File: src/rtl/regfile_wb.sv
// Two-read/one-write register file; entry 0 is hardwired to zero. A 32-cycle clear sweep runs after every rst.
// Reads are combinational with zero added latency. Writes land on the clock edge. REGFILE_BYPASS_EN forwards same-cycle write data to the read ports.
// No backpressure: writes issued during the sweep are dropped and latched into the sticky wr_drop_o flag.
module regfile_wb #(
   parameter int DATA_W = 32,
   parameter int ADDR_W = 5
) (
   input  logic              clk,
   input  logic              rst,
   input  logic              we_i,
   input  logic [ADDR_W-1:0] waddr_i,
   input  logic [DATA_W-1:0] wdata_i,
   input  logic              re1_i,
   input  logic [ADDR_W-1:0] raddr1_i,
   input  logic              re2_i,
   input  logic [ADDR_W-1:0] raddr2_i,
   output logic [DATA_W-1:0] rdata1_o,
   output logic [DATA_W-1:0] rdata2_o,
   output logic              busy_o,
   output logic              wr_drop_o
);

   localparam int DEPTH = 2 ** ADDR_W;

   typedef enum logic {ST_INIT, ST_READY} state_t;

   state_t            state;
   logic [ADDR_W-1:0] clr_ptr;
   logic              wr_drop;
   logic [DATA_W-1:0] mem [DEPTH];

   logic              mem_we;
   logic [ADDR_W-1:0] mem_waddr;
   logic [DATA_W-1:0] mem_wdata;
   logic              wr_req;

   assign wr_req = we_i && (waddr_i != '0);

   always_ff @(posedge clk) begin
      if (rst) begin
         state   <= ST_INIT;
         clr_ptr <= '0;
         wr_drop <= 1'b0;
      end else begin
         case (state)
            ST_INIT: begin
               clr_ptr <= clr_ptr + 1'b1;
               if (clr_ptr == {ADDR_W{1'b1}})
                  state <= ST_READY;
               if (wr_req)
                  wr_drop <= 1'b1;
            end
            default: state <= ST_READY;
         endcase
      end
   end

   // The array has no reset of its own; the sweep and the write path share one port.
   always_comb begin
      mem_we    = 1'b0;
      mem_waddr = clr_ptr;
      mem_wdata = '0;
      if (!rst) begin
         if (state == ST_INIT) begin
            mem_we = 1'b1;
         end else if (wr_req) begin
            mem_we    = 1'b1;
            mem_waddr = waddr_i;
            mem_wdata = wdata_i;
         end
      end
   end

   always_ff @(posedge clk) begin
      if (mem_we)
         mem[mem_waddr] <= mem_wdata;
   end

   logic rd_block;
   logic byp1;
   logic byp2;

   assign rd_block = rst || (state == ST_INIT);

`ifdef REGFILE_BYPASS_EN
   assign byp1 = we_i && (waddr_i == raddr1_i);
   assign byp2 = we_i && (waddr_i == raddr2_i);
`else
   assign byp1 = 1'b0;
   assign byp2 = 1'b0;
`endif

   always_comb begin
      rdata1_o = '0;
      if (!rd_block && re1_i && (raddr1_i != '0))
         rdata1_o = byp1 ? wdata_i : mem[raddr1_i];
   end

   always_comb begin
      rdata2_o = '0;
      if (!rd_block && re2_i && (raddr2_i != '0))
         rdata2_o = byp2 ? wdata_i : mem[raddr2_i];
   end

   assign busy_o    = (state == ST_INIT);
   assign wr_drop_o = wr_drop;

endmodule
File: config.mk
export PLATFORM = sky130hd
export DESIGN_NAME = regfile_wb
export DESIGN_NICKNAME = d
export VERILOG_FILES = /design/src/rtl/regfile_wb.sv
export SDC_FILE = /design/constraint.sdc
export NUM_CORES = 1
export LEC_CHECK = 0
export CORE_ASPECT_RATIO = 1.75
export CORE_UTILIZATION = 50
export DETAILED_ROUTE_END_ITERATION = 8
export PLACE_DENSITY = 0.77
export SYNTH_ARGS = -nofsm -noshare
export SYNTH_HDL_FRONTEND = slang
export SYNTH_SLANG_ARGS = --single-unit
File: constraint.sdc
create_clock -name clk -period 5.3 [get_ports clk]
set_input_delay 0.53 -clock clk [delete_from_list [all_inputs] [get_ports clk]]
set_output_delay 0.53 -clock clk [all_outputs]
set_load 0.05 [all_outputs]
Word-level counts from Yosys, hierarchy flattened
Memories as Yosys holds them, arrays and structs flattened.
Index checks and enable logic that the tools add are counted.

operators by class
  bitwise logic cells = 1
  reductions and logical operators = 11
  equality and inequality tests = 1
  add/subtract/negate cells = 1
  mux-type cells = 15

operators by type and width
  operator                                      number
  two-way mux 32 bit                            5
  two-way mux 5 bit                             3
  nonzero test 5 bit                            3
  two-way mux 1 bit                             7
  adder 5 x 1 -> 5 bit (second input constant)  1
  == test 5 bit (second input constant)         1
  logical AND 1 bit                             5
  AND reduction 2 bit                           1
  zero test 1 bit                               1
  logical OR 1 bit                              1
  NOT 1 bit                                     1

word-level totals
  logic and storage cells = 33
  memories = 1
  input bits = 52
  bits in registers = 7
  RAM bits = 1,024
  output and inout bits = 66

memory list
  memory  words  width  rd ports  clocked after Yosys merged registers in  wr ports  line  RTL
  mem     32     32     2         0                                        1         30    logic [DATA_W-1:0] mem [DEPTH];

Logic depth before layout (Yosys ltp)
  word-level depth = 7
  gate-level depth with buffers = 9
  gate-level depth less buffers = 5

Worst setup path before layout
OpenSTA, ideal clock, no wires.

  kind = input-to-reg
  start point = input port waddr_i[1]
  end point = memory mem[14][0] (enable)
  cell stages on the path = 5
  setup slack = 0.889 ns
  library setup time = 0.461 ns
  required time = 4.839 ns
  arrival time = 3.950 ns
  buffers on the path = 1
  cells stage by stage = or4_4 o211a_1 buf_6 o31a_4 nor3_1

between the ends
  cells in the longest elaborated chain, start to end = 7
  elaborated cells between the ends (all ways) = 10
  classes of those cells = mux: 8; reduce/logical: 2

ends and longest elaborated chain
  item                                     line  RTL
  start: declaration                       11    input logic [ADDR_W-1:0] waddr_i,
  nonzero test 5 bit                       37    assign wr_req = we_i && (waddr_i != '0);
  logical AND 1 bit                        37
  two-way mux 1 bit                        66    end else if (wr_req) begin
  two-way mux 1 bit                        64    if (state == ST_INIT) begin
  two-way mux 1 bit                        63    if (!rst) begin
  two-way mux 1 bit                        75    if (mem_we)
  two-way mux 1 bit (not written as such)  76    mem[mem_waddr] <= mem_wdata;
  end: declaration                         30

Parallel ways exist; a longest one is shown, timed or not.

Final worst setup path
  start point = register state
  end point = output port rdata1_o[14]

between the ends
  cells in the longest elaborated chain, start to end = 6

ends and longest elaborated chain
  item                             line  RTL
  start: declaration               27    state_t state;
  start signal: assignment         41    state <= ST_INIT;
  start signal: assignment         49    state <= ST_READY;
  start signal: assignment         53    default: state <= ST_READY;
  NOT 1 bit (no source line)       -
  logical OR 1 bit                 83    assign rd_block = rst || (state == ST_INIT);
  zero test 1 bit                  95    if (!rd_block && re1_i && (raddr1_i != '0))
  logical AND 1 bit (2 in series)  95
  two-way mux 32 bit               95
  end: declaration                 17    output logic [DATA_W-1:0] rdata1_o,

No other way between the ends.

==> key figures <==
Final layout
  – Fin util: 56.7%
  – Area of the multi-input gates: 17500 um^2
  – P&R area growth vs syn: 12.5%
  – Fill cell count: 7230
  – Reg area: 30900 um^2
  – Nets@finish: ~3100
  – Layout cells sized above 1: a little under a quarter

Routing
  – Final wirelength: 160 mm
  – # DRC: 0
  – Vias per cell: 7.12
  – DR WL/cell: 36.0 um
  – Initial DRT Pass Iterations: 6
  – DRT antenna net count: 0
  – Initial DRC count: 4474
  – Via Count: 31700

Run
  – Max cap viols: 0

Worst setup path
  – Worst Path Arrival: 4.38 ns
  – Critical Path Fanout Max: 17
  – WS Path Type: reg -> out
  – Startpoint types: flip-flop
  – Reg-to-reg critical path startpoint: state$_SDFF_PP0_
  – Required @ worst endpoint: ~4.8 ns
  – Critical path capture point type: output pin
  – Worst setup startpoint: state$_SDFF_PP0_

Pwr
  – VDD IR max: ~220 uV
  – Power Density: a little over 300 nW/um^2
  – Leakage power total: 17.4 nW

Min path
  – Worst hold path type: reg -> reg
  – Hold_sp: wr_drop_o$_SDFFE_PP0P_

Global route
  – First-pass GRT wire length: 228 mm
  – Vias in the first global route: 33400
  – GRT Util Overall: 32.3%
  – Antenna violations before repair: 3
  – Overflow after GRT: 0
  – Largest net degree at the start of global routing: 80

STA
  – Fmax: 204 MHz
  – Post-route setup slack: 0.388 ns
  – Final slew viol count: 0
  – Final period util: 92.7%
  – Final Hold Viols: 0
  – RSZ-0062 raised after global routing: no
  – Final TNS setup: 0 ns
  – Final setup fails: 0
  – Max-slew headroom: 6.38%
  – Least-Margin Pin Slew: 1.40 ns
  – Min cycle time layout: around 4.9 ns
  – Skew final: 0.0181 ns

Die
  – Row count: 152
  – Die Wd: 240 um
  – Initial Utilization: 50.4%
  – Core area: 97900 um^2
  – Die H: 418 um
  – Ports: 118
  – Total die area: between 100000 and 150000 um^2

Status
  – Status: finished clean

Clock tree
  – Post-CTS setup buffers: 0
  – Clock Tree Root: clkbuf_16
  – Resize count post-CTS: 0
  – Clock sinks: 1031
  – CTS tree: done
  – Skew-Pair Late Insertion Delay: 0.68 ns
  – H-tree depth: 3
  – CTS Buffer Depth: 3
  – CTS clock-pin slew for the worst setup and hold paths: 0.07 ns
  – Inserted Clock Buffers: 89
  – # hold bufs at CTS: 0

Yosys
  – Seq/Total Area, Yosys: ~63%
  – Post-Syn Instances: 2967
  – Post-synth top flop: edfxtp_1
  – Async set or reset register ratio after synthesis: 0%
  – Top cells by area, synth: edfxtp_1 62%, mux4_2 12%, mux2i_1 11%
  – Synth unique cells: 51
  – Yosys reg bits: 1031
  – Synth Cell Area: 49400 um^2
  – Yosys top cell by area: edfxtp_1
  – Post-synth top area share: 62.3%
  – Syn Area/Cell: 16.6 um^2
  – Post-synth EDFFs: 1024
  – YS warnings: 0
  – Syn nets: 3021

Place
  – GPL Wtd Cong: 0.891
  – Final HPWL DP: a little under 100 mm
  – Port bufs: 117
  – DP Worst Slack: 0.666 ns
==> through the flow <==
stage	power (W)	hold WS, ns	cells	instance area [um^2]
after global routing	0.0176	0.496	4451	55500
after CTS	0.0173	0.485	4450	55500
final	0.0173	0.484	4451	55500
after floorplan	0.00986	0.499	2967	49400
after global placement	0.0102	0.451	4287	52300
after detailed placement	0.0103	0.471	4287	52300
==> final timing paths <==
check,end,slack [ns],cells after the start
worst max-delay path,rdata1_o[14],0.39,7
worst min-delay path,wr_drop_o$_SDFFE_PP0P_,0.48,2
worst max register to register,mem[7][6]$_DFFE_PP_,1.72,5
worst min register to register,wr_drop_o$_SDFFE_PP0P_,0.48,2
==> cells by family after synthesis <==
| logic type | count (synthesis) | share of synthesized area, % |
|---|---|---|
| compound gates | 383 | 5.70 |
| xor+xnor | 2 | 0.0355 |
| fa+ha+maj | 2 | 0.0507 |
| buf+inv | 248 | 2.61 |
| flops | 1031 | 62.6 |
| mux | 869 | 24.6 |
| simple gates | 432 | 4.47 |
==> power breakdown <==
part	internal (W)	switching (W)	leakage (nW)
clock network	0.00418	0.00300	1.55
logic	0.000471	0.000730	7.48
registers	0.00889	0.0000302	8.33
total	0.0135	0.00376	17.4
==> layer usage <==
layer	GRT usage [%]	routed length [um]	vias to the layer above
li1	-	-	12400
met1	37.8	51200	16100
met2	52.1	77000	2569
met3	7.38	18800	678
met4	23.9	13400	2
met5	0	10	-
==> Yosys cell counts (all sizes together), types with 3 or more instances <==
cell type and number:
edfxtp 1024, mux2i 519, mux4 266, a22oi 197
buf 158, nand2 129, nand3 96, mux2 84
clkbuf 83, a31oi 62, nand2b 60, a32oi 56
a21oi 48, and2 37, nor2 34, nor3 21
or2 16, nor2b 12, dfxtp 7, inv 7
nand4 7, a221oi 6, and3 5, nand3b 4
nand4b 3, o31a 3
==> state kept, by name, summed over array words and instances (netlist names) <==
register and cells:
state 1, clr_ptr 5, wr_drop_o 1, mem 1024
==> worst max-delay path, stage by stage (launching register included) <==
cell	delay, ns
dfxtp_1	0.65
nor2b_1	0.20
buf_4	0.19
and3_2	0.77
buf_4	0.35
nand2_1	0.10
a32oi_1	0.50
clkdlybuf4s50_1	0.91
==> area by class of cell <==
class / count / share of cell area, %
inverter: 7 / 0.0473
sequential: 1031 / 55.6
timing repair buffer: 252 / 4.11
antenna: 1 / 0.00451
tap: 1309 / 2.95
multi-input combinational: 1688 / 31.5
clock buffer: 103 / 4.26
clock inverter: 60 / 1.49
==> cells in the final DEF (no fill, tap or decap), types with 36 or more instances in the layout <==
cell             netlist  routed
a21oi_1               48      48
a22oi_1              197     197
a31oi_1               62      62
a32oi_1               56      56
and2_1                37      36
buf_4                 40     158
clkbuf_16              0      93
clkdlybuf4s50_1        0      72
edfxtp_1            1024    1024
mux2_2                84      84
mux2i_1              519     519
mux4_2               266     266
nand2_1              129     129
nand2b_1              60      60
nand3_1               96      96
No activity file was read; power rests on OpenSTA's default activity.
